--- src/rtl/prog_loader_pkg.sv ---
// Shared definitions for the instruction-memory loader: FSM encoding,
// stream/instruction widths and the checksum seed.
package prog_loader_pkg;

    localparam int HW_W = 16;
    localparam int INSTR_WIDTH = 32;
    localparam logic [HW_W-1:0] CKSUM_SEED = 16'h0000;

    typedef enum logic [2:0] {
        IDLE  = 3'd0,
        LEN   = 3'd1,
        HI    = 3'd2,
        LO    = 3'd3,
        WRITE = 3'd4,
        CHK   = 3'd5,
        DONE  = 3'd6,
        ERR   = 3'd7
    } state_t;

endpackage

--- src/rtl/prog_loader_cksum.sv ---
// 16-bit XOR accumulator for the load stream; clear reloads the seed,
// enable folds the current halfword in.
module prog_loader_cksum
    import prog_loader_pkg::*;
(
    input  logic            clk,
    input  logic            sys_rst,
    input  logic            clr,
    input  logic            en,
    input  logic [HW_W-1:0] din,
    output logic [HW_W-1:0] acc
);

    always_ff @(posedge clk) begin
        if (sys_rst || clr) begin
            acc <= CKSUM_SEED;
        end else if (en) begin
            acc <= acc ^ din;
        end
    end

endmodule

--- src/rtl/prog_loader.sv ---
// Instruction-memory loader: count + halfword stream -> 32-bit writes, holds
// the CPU in reset until a complete load. Optional macro PROG_LOADER_CHECKSUM_EN.
module prog_loader
    import prog_loader_pkg::*;
#(
    parameter int ADDR_W  = 4,
    parameter int INSTR_W = INSTR_WIDTH
) (
    input  logic               clk,
    input  logic               sys_rst,
    input  logic               start,
    input  logic               hw_valid,
    input  logic [HW_W-1:0]    hw_data,
    output logic               hw_ready,
    output logic               mem_we,
    output logic [ADDR_W-1:0]  mem_addr,
    output logic [INSTR_W-1:0] mem_wdata,
    output logic               cpu_rst_hold,
    output logic               done,
    output logic               err
);

    localparam logic [31:0] DEPTH = 32'd1 << ADDR_W;

    state_t            state;
    state_t            next;
    logic [ADDR_W-1:0] addr;
    logic [ADDR_W-1:0] last_addr;
    logic              xfer;
    logic              len_ok;
    logic              ck_clr;
    logic              ck_en;
    logic              cksum_ok;

    assign xfer     = hw_valid && hw_ready;
    assign len_ok   = (hw_data != '0) && ({16'd0, hw_data} <= DEPTH);
    assign mem_addr = addr;

`ifdef PROG_LOADER_CHECKSUM_EN
    logic [HW_W-1:0] cksum;

    prog_loader_cksum u_cksum (
        .clk     (clk),
        .sys_rst (sys_rst),
        .clr     (ck_clr),
        .en      (ck_en),
        .din     (hw_data),
        .acc     (cksum)
    );

    assign cksum_ok = (hw_data == cksum);
`else
    logic unused_ck;
    assign unused_ck = ck_clr ^ ck_en;
    assign cksum_ok  = 1'b0;
`endif

    always_ff @(posedge clk) begin
        if (sys_rst) begin
            state <= IDLE;
        end else begin
            state <= next;
        end
    end

    always_comb begin
        next         = state;
        hw_ready     = 1'b0;
        mem_we       = 1'b0;
        done         = 1'b0;
        err          = 1'b0;
        cpu_rst_hold = 1'b1;
        ck_clr       = 1'b0;
        ck_en        = 1'b0;
        case (state)
            IDLE: begin
                if (start) begin
                    next   = LEN;
                    ck_clr = 1'b1;
                end
            end
            LEN: begin
                hw_ready = 1'b1;
                if (hw_valid) begin
                    ck_en = 1'b1;
                    next  = len_ok ? HI : ERR;
                end
            end
            HI: begin
                hw_ready = 1'b1;
                if (hw_valid) begin
                    ck_en = 1'b1;
                    next  = LO;
                end
            end
            LO: begin
                hw_ready = 1'b1;
                if (hw_valid) begin
                    ck_en = 1'b1;
                    next  = WRITE;
                end
            end
            WRITE: begin
                mem_we = 1'b1;
                if (addr == last_addr) begin
`ifdef PROG_LOADER_CHECKSUM_EN
                    next = CHK;
`else
                    next = DONE;
`endif
                end else begin
                    next = HI;
                end
            end
            CHK: begin
                hw_ready = 1'b1;
                if (hw_valid) begin
                    next = cksum_ok ? DONE : ERR;
                end
            end
            DONE: begin
                if (start) begin
                    next   = LEN;
                    ck_clr = 1'b1;
                end else begin
                    done         = 1'b1;
                    cpu_rst_hold = 1'b0;
                end
            end
            ERR: begin
                if (start) begin
                    next   = LEN;
                    ck_clr = 1'b1;
                end else begin
                    err = 1'b1;
                end
            end
            default: next = IDLE;
        endcase
    end

    // Datapath: address, last address (N-1) and the assembled instruction word.
    always_ff @(posedge clk) begin
        if (sys_rst) begin
            addr      <= '0;
            last_addr <= '0;
            mem_wdata <= '0;
        end else begin
            case (state)
                LEN: begin
                    if (xfer) begin
                        addr      <= '0;
                        last_addr <= ADDR_W'(hw_data - 16'd1);
                    end
                end
                HI: begin
                    if (xfer) begin
                        mem_wdata[INSTR_W-1 -: HW_W] <= hw_data;
                    end
                end
                LO: begin
                    if (xfer) begin
                        mem_wdata[HW_W-1:0] <= hw_data;
                    end
                end
                WRITE: begin
                    // Stop at N-1 so a full-depth load never wraps back to 0.
                    if (addr != last_addr) begin
                        addr <= addr + 1'b1;
                    end
                end
                default: ;
            endcase
        end
    end

endmodule

--- config.mk ---
export PLATFORM = sky130hd
export DESIGN_NAME = prog_loader
export DESIGN_NICKNAME = d
export VERILOG_FILES = /design/src/rtl/prog_loader_pkg.sv /design/src/rtl/prog_loader_cksum.sv /design/src/rtl/prog_loader.sv
export SDC_FILE = /design/constraint.sdc
export NUM_CORES = 1
export LEC_CHECK = 0
export CAP_MARGIN = 20
export CORE_MARGIN = 3
export CORE_UTILIZATION = 35
export CTS_CLUSTER_SIZE = 40
export DETAILED_ROUTE_END_ITERATION = 6
export GPL_ROUTABILITY_DRIVEN = 0
export SYNTH_ARGS = -nofsm -noshare
export SYNTH_HDL_FRONTEND = slang
export SYNTH_HIERARCHICAL = 1
export SYNTH_SLANG_ARGS = --single-unit
--- constraint.sdc ---
create_clock -name clk -period 3.36 [get_ports clk]
set_input_delay 0.504 -clock clk [delete_from_list [all_inputs] [get_ports clk]]
set_output_delay 0.504 -clock clk [all_outputs]
set_load 0.03 [all_outputs]
==> results of run 1 <==
path summary, 6_finish.rpt:
| path | end | cells past startpoint |
|---|---|---|
| min reg2reg | mem_wdata[0] | 2 |
| max reg2reg | mem_wdata[10] | 4 |
| min | mem_wdata[0] | 2 |
| max | done | 5 |
cells in the mapped netlist (all sizes together):
library cell	count
clkbuf	8
nand3	6
nand3b	1
o41ai	3
nand4b	1
o21bai	2
and2b	1
buf	7
ha	2
a211oi	3
a311oi	2
nor2	8
and3	2
dfxtp	43
a22oi	1
a21oi	38
or3	1
o21ai	2
xor2	5
a21boi	1
nor4	3
xnor2	2
nor4bb	1
nor3	4
nand2	68
o211ai	2
or2b	1
inv	5
and3b	1
nor2b	2
or4b	1
nand2b	2
mux2i	1
nor3b	3
or2	1
o41a	1
flip-flops by register name, summed over array words and instances (netlist names):
name       cells
last_addr      4
mem_wdata     32
mem_addr       4
state          3
report_power, final:
group | total [mW] | switching [mW] | leakage (nW) | internal (mW)
Combinational | 0.533 | 0.303 | 0.514 | 0.230
Sequential | 0.648 | 0.0816 | 0.348 | 0.567
Clock | 0.318 | 0.173 | 0.0412 | 0.145
Total | 1.50 | 0.558 | 0.903 | 0.942
placed cells by master, fill, tap and decap left out, types with 2 or more instances in the layout:
cell type,n
o41ai_1,2
a311oi_1,2
inv_1,5
nor4_1,3
o21ai_0,2
ha_1,2
xnor2_1,2
a211oi_1,3
a21oi_1,38
clkbuf_8,5
dfxtp_1,43
xor2_1,5
nand2_1,68
nor2_1,8
clkdlybuf4s50_1,60
o21bai_1,2
o211ai_1,2
nor2b_1,2
nand3_1,6
nand2b_1,2
nor3_1,4
buf_4,2
nor3b_1,2
logic make-up (layout without fill, tap and decap cells):
logic type / after synthesis / count (layout) / synth area share
AOI/OAI and AO/OA: 55 / 55 / 0.175
xor gates and xnor gates: 7 / 7 / 0.0324
adders and majority gates: 2 / 2 / 0.0132
buffers and inverters: 20 / 75 / 0.0542
DFF: 43 / 43 / 0.454
muxes: 1 / 1 / 0.00528
and+or+nand+nor: 107 / 107 / 0.266
critical path, cell delays in order:
cell and delay (ns):
clkdlybuf4s50_1 0.45, and3b_4 0.33, nand2_1 0.08, inv_1 0.06
clkdlybuf4s50_1 0.66
cell type report:
| cell class | instances | share of cell area |
|---|---|---|
| Multi-Input combinational cell | 172 | 0.358 |
| Sequential cell | 43 | 0.331 |
| Timing Repair Buffer | 62 | 0.237 |
| Tap cell | 70 | 0.0337 |
| Clock buffer | 6 | 0.0279 |
| Inverter | 5 | 0.00722 |
| Clock inverter | 2 | 0.00481 |
per-stage QoR:
| step | util | instance area (µm²) | hold WS, ns | setup slack [ns] | power [mW] |
|---|---|---|---|---|---|
| 2_1_floorplan | - | 1890 | 0.480 | 1.58 | 1.04 |
| 3_3_place_gp | 0.486 | 2510 | 0.442 | 0.787 | 1.19 |
| 3_5_place_dp | 0.486 | 2510 | 0.447 | 0.780 | 1.19 |
| 4_1_cts | 0.502 | 2600 | 0.458 | 0.775 | 1.52 |
| 5_1_grt | 0.502 | 2600 | 0.468 | 0.711 | 1.60 |
| 6_report | 0.502 | 2600 | 0.454 | 0.773 | 1.50 |
metal layers:
metal	GRT usage	wire, µm
met4	0.0412	51
met3	0.0372	153
met2	0.244	2100
met1	0.207	2390
met5	0	0
==> metrics.txt, run 1 <==
pwr dens 577 nW/µm²; Synth area leaders dfxtp_1, nand2_1, a21oi_1; final critical-path share of the clock period 0.770; r2r setup slk roughly 1.5 ns; clock sinks 43; drt drc 0; first-pass GRT wire length 7.64 mm; setup repair after global routing missed its margin no; wirelength, routed 4.70 mm; Max Clock Skew ~0.0038 ns; Layout Cells excl Fill 360; Min-Delay Path Class flop to flop; clock root cell clkbuf_8; top cell type's share of synthesized area 0.454; count of cell types in the netlist 42; postcts setup bufs 0; leakage power 0.903 nW; maxcap violations 0; via/cell ratio about 4.8; crit start category input pin; area leader, netlist dfxtp_1; Setup crit start start; status finished, final reports clean; H-tree depth 2; Initial Util 0.366; Seq/Total Area, Yosys 0.454; top-level I/O count 61; vias in the first global route roughly 1.6k; Area Growth Syn to Fin 37.2%; WP data arrival 2.08 ns; CTS clk-pin slew, worst paths 0.08 ns; Die Height 79.6 µm; r2r startpoint state[1]; Final setup violation count 0; WS Path Type input pin to primary output; CORE AREA between 5000 and 6000 µm²; Tot GR Track Use 0.153; Final Critical Period 2.59 ns; synth warn 6; HP Start mem_wdata[0]; Worst-Skew Late Latency 0.29 ns; Worst Path Required 2.86 ns; fmax 387 MHz; layout cells sized above 1 0.0517; placed cell count 352; Slew Limit Fails 0; FF+latch area 861 µm²; Row Count 26; peak supply drop 0.293 mV; Setup TNS 0 ns; pin count of the biggest net entering global routing 24; drt first-iter violations 61; Max Root-Sink Buffers 2; final hold violations 0; cell count after synthesis between 200 and 250; mapped cell area 1890 µm²; PortBufs 60; die area 6330 µm²; cts repair resizes 0; Critical Path Fanout Max 4; initial antenna violation count 0; worst-margin pin slew 0.766 ns; Mapped Nets 257; grt ovf 0; Hold-fix buffers, CTS 0; Worst Setup End Kind primary output; Yosys reg bits 43; synthesized area per cell 8.06 µm²; CTS tree yes; Die Width 79.6 µm; nets roughly 310; fillers 519; CTS buffer count 5; Worst slew margin 0.488; routed vias between 1.5k and 2k; Antenna Violating Nets Remaining 0; multi-input logic area 931 µm²; drt pass-1 iters 4; Wirelength per Cell 13.1 µm; detailed placement HPWL 3.37 mm; Antenna Cells 0
No activity file was read; power rests on OpenSTA's default activity.
==> run 2, diff against run 1 <==
Settings changed: PLACE_DENSITY set to 0.66.
Clock period 3.36 ns to 2.1 ns, I/O delays scaled along.
==> metrics.txt, run 2 (synthesis gave the netlist of run 1 again) <==
drt first-iter violations 112; Die Height roughly 80 µm; Comb pwr share 0.379; Tot GR Track Use 0.158; grt ovf 0; CTS tree yes; Wirelength per Cell 13.2 µm; P_int 1.54 mW; PortBufs 60; Util after Layout 0.514; cts repair resizes 2; leakage power 0.952 nW; Initial Util 0.366; Area Growth Syn to Fin 40.2%; vias in the first global route 1674; drt pass-1 iters 4; Worst Setup End Kind primary output; CTS buffer count 5; Antenna Violating Nets Remaining 0; first-pass GRT wire length 7.96 mm; Setup TNS 0 ns; routed vias 1803; NetSw 0.939 mW; Die Width 79.6 µm; peak supply drop 0.456 mV; maxcap violations 0; power share of the sequential group 0.403; Max Root-Sink Buffers 2; status finished, final reports clean; top-level I/O count just over 60; final hold violations 0; commonest non-fill, non-tap cells in the layout nand2_1, clkdlybuf4s50_1, dfxtp_1; clock sinks 43; initial antenna violation count 0; Clk pwr share 0.218; final hold slack 0.456 ns; switch share 0.379; hold path cells 2; Max Clock Skew 0.00654 ns; Placement Cell Area roughly 2600 µm²; Worst-Skew Late Latency 0.30 ns; Design Area, Final ~2700 µm²; largest register by flop count mem_wdata; final critical-path share of the clock period 0.875; Final Critical Period roughly 1.8 ns; fmax 544 MHz; detailed placement HPWL 3.47 mm; postcts setup bufs 0; WP data arrival about 1.5 ns; Final setup violation count 0; layout cells sized above 1 0.0906; pwr dens 933 nW/µm²; wirelength, routed 4.87 mm; setup repair after global routing missed its margin no; crit start category flop; Min-Delay Path Class flop to flop; H-tree depth 2; WS Path Type flop to primary output; R2R depth 4; drt drc 0; CORE AREA 5170 µm²; nets 319; die area 6330 µm²; pin count of the biggest net entering global routing 42; clock root cell clkbuf_8; Worst slew margin 0.672; worst-margin pin slew roughly 0.49 ns; Largest register FFs 32; via/cell ratio 4.90; Critical Path Fanout Max 6; CTS clk-pin slew, worst paths 0.09 ns; Antenna Cells 0; Hold-fix buffers, CTS 0; Row Count 26; Worst Path Required 1.78 ns; commonest non-fill, non-tap cell in the layout nand2_1; Slew Limit Fails 0; total power between 2 and 2.5 mW
-- run 2: cell types whose count changed in the layout (fill, tap and decap cells not counted), sizes merged --
cell,previous run,this run
inv,5,6
clkbuf,6,5
clkinvlp,1,2
buf,2,13
dlygate4sd2,0,2
clkdlybuf4s50,60,55
clkinv,1,0
-- run 2: metal layers --
metal,vias to the layer above,part of all wire,GRT usage
met5,-,0,0
met4,0,0.0097,0.0412
met3,5,0.048,0.0305
met2,47,0.47,0.260
met1,831,0.47,0.209
li1,920,-,-
-- run 2: final timing paths --
check | startpoint | endpoint | slack (ns)
worst min-delay path | mem_wdata[10] | mem_wdata[10] | 0.46
worst min register to register | mem_wdata[10] | mem_wdata[10] | 0.46
worst max register to register | state[1] | state[0] | 0.50
worst max-delay path | state[0] | hw_ready | 0.26
-- run 2: per-stage QoR --
| step | setup WS [ns] | std cells |
|---|---|---|
| final | 0.263 | 368 |
| after global routing | 0.156 | 368 |
| after CTS | 0.251 | 368 |
| after detailed placement | 0.141 | 360 |
| after global placement | 0.221 | 360 |
| after floorplan | 0.493 | 235 |
-- run 2: final cells by class --
type                       count  area [µm²]
multi-input combinational    172         931
timing repair buffer          70         666
fill                         504        2520
inverter                       5        18.8
clock buffer                   5        68.8
clock inverter                 3        23.8
sequential                    43         861
tap                           70        87.6
-- run 2: power groups by stage --
stage	sequential [mW]	combinational (mW)	clock (mW)
after floorplan	1.08	0.587	0
after global placement	1.02	0.950	0
after detailed placement	1.02	0.957	0
after CTS	0.998	0.944	0.561
after global routing	1.01	1.03	0.591
final	0.999	0.939	0.541
-- run 2: worst max-delay path, cell delays in order, from the launching register on --
cell and delay, ns:
dfxtp_1 0.49, or2b_1 0.28, nand2_1 0.07, dlygate4sd2_1 0.40
==> run 3, diff against run 2 <==
Settings changed: HOLD_SLACK_MARGIN set to 0.08.
==> results of run 3 <==
The final DEF is identical to that of run 2; final timing and power are the same.
